File: config.mk
export PLATFORM = sky130hd
export DESIGN_NAME = vga_draw_controller
export DESIGN_NICKNAME = d
export VERILOG_FILES = /design/src/rtl/vga_draw_controller_pkg.sv /design/src/rtl/vga_draw_controller_draw_req_slot.sv /design/src/rtl/vga_draw_controller.sv
export SDC_FILE = /design/constraint.sdc
export NUM_CORES = 1
export LEC_CHECK = 0
export CAP_MARGIN = 20
export CORE_AREA = 2 2 55 57
export DETAILED_ROUTE_END_ITERATION = 12
export DIE_AREA = 0 0 57 59
export GPL_ROUTABILITY_DRIVEN = 0
export PLACE_DENSITY = 0.74
export SLEW_MARGIN = 40
export SYNTH_ARGS = -nofsm -noshare
export SYNTH_HDL_FRONTEND = slang
export SYNTH_SLANG_ARGS = --single-unit
File: constraint.sdc
create_clock -name clk -period 2.35 [get_ports clk]
set_input_delay 0.3525 -clock clk [delete_from_list [all_inputs] [get_ports clk]]
set_output_delay 0.3525 -clock clk [all_outputs]
set_load 0.01 [all_outputs]
File: src/rtl/vga_draw_controller_pkg.sv
// Shared state encoding, screen codes and geometry
// for the full-screen VGA draw sequencer.
package vga_draw_controller_pkg;

    localparam logic [1:0] ST_IDLE = 2'd0;
    localparam logic [1:0] ST_LOAD = 2'd1;
    localparam logic [1:0] ST_DRAW = 2'd2;
    localparam logic [1:0] ST_DONE = 2'd3;

    localparam logic [5:0] SCR_START       = 6'd0;
    localparam logic [5:0] SCR_P1TURN      = 6'd1;
    localparam logic [5:0] SCR_P2TURN      = 6'd2;
    localparam logic [5:0] SCR_PLAYEDBLACK = 6'd3;
    localparam logic [5:0] SCR_PLAYEDWHITE = 6'd4;
    localparam logic [5:0] SCR_P1ROUND     = 6'd5;
    localparam logic [5:0] SCR_P2ROUND     = 6'd6;
    localparam logic [5:0] SCR_P1WON       = 6'd7;
    localparam logic [5:0] SCR_P2WON       = 6'd8;
    localparam logic [5:0] SCR_TIE         = 6'd9;
    localparam logic [5:0] SCR_ROUNDEND    = 6'd10;
    localparam logic [5:0] SCR_SCOREBOARD  = 6'd11;
    localparam logic [5:0] SCR_GAMEOVER    = 6'd12;

    localparam int H_PIX_DEF = 160;
    localparam int V_PIX_DEF = 120;
    localparam int PIXELS    = H_PIX_DEF * V_PIX_DEF;
    localparam int PIX_W     = 15;

endpackage

File: src/rtl/vga_draw_controller_draw_req_slot.sv
// Pending-request latch: holds one request until granted,
// newest code wins when the slot carries a code.
module vga_draw_controller_draw_req_slot #(
    parameter int W        = 6,
    parameter bit HAS_CODE = 1'b1
) (
    input  logic         clk,
    input  logic         reset,
    input  logic         req_i,
    input  logic [W-1:0] code_i,
    input  logic         clr_i,
    output logic         eff_o,
    output logic [W-1:0] eff_code_o
);

    logic pend_q;
    logic pend_d;

    // Set on any request, cleared only when this slot is granted
    always_comb begin
        pend_d = (pend_q | req_i) & ~clr_i;
    end

    // Pending flag register
    always_ff @(posedge clk or posedge reset) begin
        if (reset) pend_q <= 1'b0;
        else       pend_q <= pend_d;
    end

    assign eff_o = pend_q | req_i;

    if (HAS_CODE) begin : g_code
        logic [W-1:0] code_q;
        logic [W-1:0] code_d;

        // A live request overwrites the stored code
        always_comb begin
            code_d = req_i ? code_i : code_q;
        end

        // Stored code register
        always_ff @(posedge clk or posedge reset) begin
            if (reset) code_q <= '0;
            else       code_q <= code_d;
        end

        assign eff_code_o = req_i ? code_i : code_q;
    end else begin : g_nocode
        assign eff_code_o = code_i;
    end

endmodule

File: src/rtl/vga_draw_controller.sv
// Arbitrates game/scoreboard redraws and sequences one
// full-screen plot sweep per granted request.
module vga_draw_controller
    import vga_draw_controller_pkg::*;
#(
    parameter int         H_PIXELS   = H_PIX_DEF,
    parameter int         V_PIXELS   = V_PIX_DEF,
    parameter logic [5:0] SCORE_CODE = SCR_SCOREBOARD
) (
    input  logic       clk,
    input  logic       reset,
    input  logic       game_req,
    input  logic [5:0] game_sel,
    input  logic       score_req,
    output logic [5:0] colourmux,
    output logic       enableplotcounter,
    output logic       plot,
    output logic       busy,
    output logic       done
);

    localparam logic [PIX_W-1:0] LAST_PIX =
        PIX_W'(H_PIXELS * V_PIXELS - 1);

    logic [1:0]       state_q, state_d;
    logic [5:0]       colourmux_q, colourmux_d;
    logic [PIX_W-1:0] pix_q, pix_d;

    logic       game_eff, score_eff;
    logic [5:0] game_code, score_code;
    logic       game_clr, score_clr;

    vga_draw_controller_draw_req_slot #(
        .W        (6),
        .HAS_CODE (1'b1)
    ) u_game_slot (
        .clk        (clk),
        .reset      (reset),
        .req_i      (game_req),
        .code_i     (game_sel),
        .clr_i      (game_clr),
        .eff_o      (game_eff),
        .eff_code_o (game_code)
    );

    vga_draw_controller_draw_req_slot #(
        .W        (6),
        .HAS_CODE (1'b0)
    ) u_score_slot (
        .clk        (clk),
        .reset      (reset),
        .req_i      (score_req),
        .code_i     (SCORE_CODE),
        .clr_i      (score_clr),
        .eff_o      (score_eff),
        .eff_code_o (score_code)
    );

    // Sequencer: grant in IDLE, settle, sweep, pulse done
    always_comb begin
        state_d     = state_q;
        colourmux_d = colourmux_q;
        pix_d       = pix_q;
        game_clr    = 1'b0;
        score_clr   = 1'b0;
        unique case (state_q)
            ST_IDLE: begin
                if (game_eff) begin
                    game_clr    = 1'b1;
                    colourmux_d = game_code;
                    state_d     = ST_LOAD;
                end else if (score_eff) begin
                    score_clr   = 1'b1;
                    colourmux_d = score_code;
                    state_d     = ST_LOAD;
                end
            end
            ST_LOAD: state_d = ST_DRAW;
            ST_DRAW: begin
                if (pix_q == LAST_PIX) begin
                    pix_d   = '0;
                    state_d = ST_DONE;
                end else begin
                    pix_d = pix_q + 1'b1;
                end
            end
            ST_DONE: state_d = ST_IDLE;
            default: state_d = ST_IDLE;
        endcase
    end

    // State, screen select and pixel counter registers
    always_ff @(posedge clk or posedge reset) begin
        if (reset) begin
            state_q     <= ST_IDLE;
            colourmux_q <= SCR_START;
            pix_q       <= '0;
        end else begin
            state_q     <= state_d;
            colourmux_q <= colourmux_d;
            pix_q       <= pix_d;
        end
    end

    assign colourmux         = colourmux_q;
    assign plot              = (state_q == ST_DRAW);
    assign enableplotcounter = (state_q == ST_DRAW);
    assign busy              = (state_q != ST_IDLE);
    assign done              = (state_q == ST_DONE);

endmodule

==> impl_results.md, run 1 <==
* Status: complete, no violations
* Area leader, netlist: dfrtp_1
* Total grt overflow at 0
* Setup TNS at 0 ns
* Reg clk slew, reported paths at 0.09 ns
* Leakage at between 0.7 and 0.8 nW
* Yosys reg bits at 31
* Clock root buffer: clkbuf_4
* Worst skew pair latency at between 0.3 and 0.4 ns
* # setup viols final at 0
* Register-to-Register Path Depth at 6
* Minimum clock period at 2.255 ns
* Power, Total at around 910 µW
* Io pins at 20
* Slew margin rel. at 0.6556
* Worst Skew at between 0.007 and 0.008 ns
* DP Area at about 1700 µm²
* Leading post-synthesis cells by cell area: dfrtp_1 (54%), xnor2_1 (5.5%), nor2_1 (4.7%)
* Initial core utilization at 0.5282
* Required @ worst endpoint at about 2 ns
* Post_cts resized at 0
* Pin count of the biggest net entering global routing at 32
* Seq/Total Area, Yosys at 0.5420
* Row cnt at 19
* Slew @ Worst Pin at 0.5119 ns
* 1st-iter DRT viols at 24
* Most common library cell in the layout ignoring fill and taps: dfrtp_1
* Fmax at ~0.44 GHz
* Diodes inserted at 0
* Clk sinks at 31
* First-pass GRT wire length at approximately 4700 µm
* Max Slew Vio Count at 0
* CP bufs+invs at 2
* Synth Cell Area at roughly 1400 µm²
* Crit-path cells: inv_1, ha_1, clkdlybuf4s50_1
* Global Route Usage Sum at 0.1909
* HPWL after DPL at 2021 µm
* RSZ-0062 raised after global routing: no
* WS Path Type: flip-flop to output pin
* Top routing layer in use: met4
* Crit end category: output pin
* FF-to-FF End: pix_q[14]
* Post-route ant nets at 0
* Hold Fails Final Rpt at 0
* Met1 Wirelength at 1192 µm
* Worst r2r src: state_q[0]
* Tcrit/Tclk final at 0.9595
* Synth top area share at 0.5420
* Avg Inst Size Synth at approximately 11 µm²
* Vias in the first global route at ~1.1k
* Synth-to-layout area growth at 18.79%
* Worst hold path class: input pin to async pin
* CORE AREA at around 2700 µm²
* Layout cells sized above 1 at 0.1118
* Clock buffer depth at 2
* Cts bufs inserted at 5
* Hold buffer count at CTS at 0
* I/O Buffers at 19
* Metal2 WL at 1322 µm
* Drt via density at 5.617
* Crit-path max FO at 12
* R2r setup slk at around 0.49 ns
* Delay-heaviest family, CP: buffers and inverters
* DR vias at 1,028
* Final instance area at 1700 µm²
* Post-CTS Setup Bufs at 0
* Die extent in x at about 57 µm
* Commonest non-fill, non-tap cells in the layout: dfrtp_1 (31), clkdlybuf4s50_1 (19), nor2_1 (18)
* Die height at around 60 µm
* Max cap viols at 0
* H-tree Lvls at 2
* Syn. warnings at 0
* DR WL/cell at 14.96 µm
* CTS tree: built
* Layout fillers at around 230
* # nets final at ~170
* Critical Path AT at roughly 1.9 ns
* PwrDens at 534.3 nW/µm²
* Syn Inst Count at 128
* Max incr delay on CP at slightly above 0.6 ns
* Post-synthesis cell type count at 31
* Die area at approximately 3400 µm²
* Synthesized Nets at ~140
* Crit path launch type: flip-flop
* DRT Pass-1 Iters at 4
* Post-Route WL at 2738 µm
* DRC viols at 0
* Initial antenna violation count at 0
* Slowest CP cell: clkdlybuf4s50_1
* Maximum vdd ir drop at between 400 and 500 µV
* Met3 wire len at 111 µm
-- per-stage QoR --
step	hold slack [ns]	utilization	std cells	setup slack (ns)
after global placement	0.4732	0.6090	175	0.5283
after detailed placement	0.4773	0.6090	175	0.4846
final	0.3772	0.6274	183	0.09521
after floorplan	0.4560	-	128	0.6367
after CTS	0.3940	0.6274	183	0.08464
after global routing	0.4272	0.6274	183	0.008892
-- worst max-delay path by stage --
stage,to,depth (start not counted),slack (ns),from
floorplan,state_q[1],4,0.64,pix_q[8]
CTS,enableplotcounter,3,0.08,state_q[0]
detailed placement,enableplotcounter,3,0.48,state_q[0]
global route,enableplotcounter,3,0.009,state_q[0]
finish,enableplotcounter,3,0.1,state_q[0]
global placement,enableplotcounter,3,0.53,state_q[0]
-- routing by layer --
metal  up-vias  track usage
met3        10      0.04803
met1       508       0.2261
li1        489            -
met5         -            0
met4         0       0.1395
met2        21       0.3038
-- report_power, final --
| group | switching, mW | internal, mW |
|---|---|---|
| Sequential | 0.00518 | 0.548 |
| Clock | 0.177 | 0.116 |
| Combinational | 0.0264 | 0.0360 |
| Total | 0.209 | 0.700 |
-- synth_stat cells --
master	instances
a21oi_1	3
a22o_1	3
a31o_1	1
and3_1	1
and3b_1	1
buf_2	1
buf_4	1
clkbuf_1	2
clkbuf_2	1
dfrtp_1	31
ha_1	4
inv_1	7
mux2_2	6
mux2i_1	1
nand2_1	8
nand2b_1	1
nand3_1	2
nand4_1	6
nand4_2	1
nand4b_1	1
nor2_1	18
nor3_1	4
nor3b_1	1
nor4_1	3
o21ai_0	1
o22a_1	3
o22ai_1	1
o41ai_4	1
or4b_4	1
xnor2_1	9
xor2_1	4
-- registers in the layout (all words and copies together), names as in the netlist --
name                       count
u_game_slot.g_code.code_q      6
colourmux                      6
state_q                        2
u_score_slot.pend_q            1
u_game_slot.pend_q             1
pix_q                         15
-- final cells by class --
| class | count | area (µm²) | share of cell area |
|---|---|---|---|
| Timing Repair Buffer | 21 | 205.2 | 0.1207 |
| Clock buffer | 7 | 45.04 | 0.02649 |
| Sequential cell | 31 | 775.7 | 0.4562 |
| Tap cell | 31 | 38.79 | 0.02281 |
| Inverter | 7 | 26.28 | 0.01545 |
| Multi-Input combinational cell | 85 | 604.3 | 0.3554 |
| Clock inverter | 1 | 5.005 | 0.002943 |
-- worst register-to-register path: stages (launching register included) --
cell,delay (ns)
dfrtp_1,0.41
inv_1,0.09
ha_1,0.42
nand3_1,0.23
nor4_1,0.38
xnor2_1,0.16
nor2_1,0.05
-- logic make-up (layout without fill, tap and decap cells) --
group / Yosys count / in the layout / synth area share
AOI/OAI and AO/OA: 13 / 13 / 0.08043
xor gates and xnor gates: 13 / 13 / 0.07955
adders and majority gates: 4 / 4 / 0.03497
buffers and inverters: 12 / 36 / 0.03584
DFF: 31 / 31 / 0.5420
muxes: 7 / 7 / 0.05419
and+or+nand+nor: 48 / 48 / 0.1731
Power figures use the tool's default switching activity.
==> inputs of run 2 (changes only) <==
Settings changed: CAP_MARGIN 20 to unset, HOLD_SLACK_MARGIN set to 0.1.
==> results of run 2 <==
The final DEF is identical to that of run 1; final timing and power are the same.
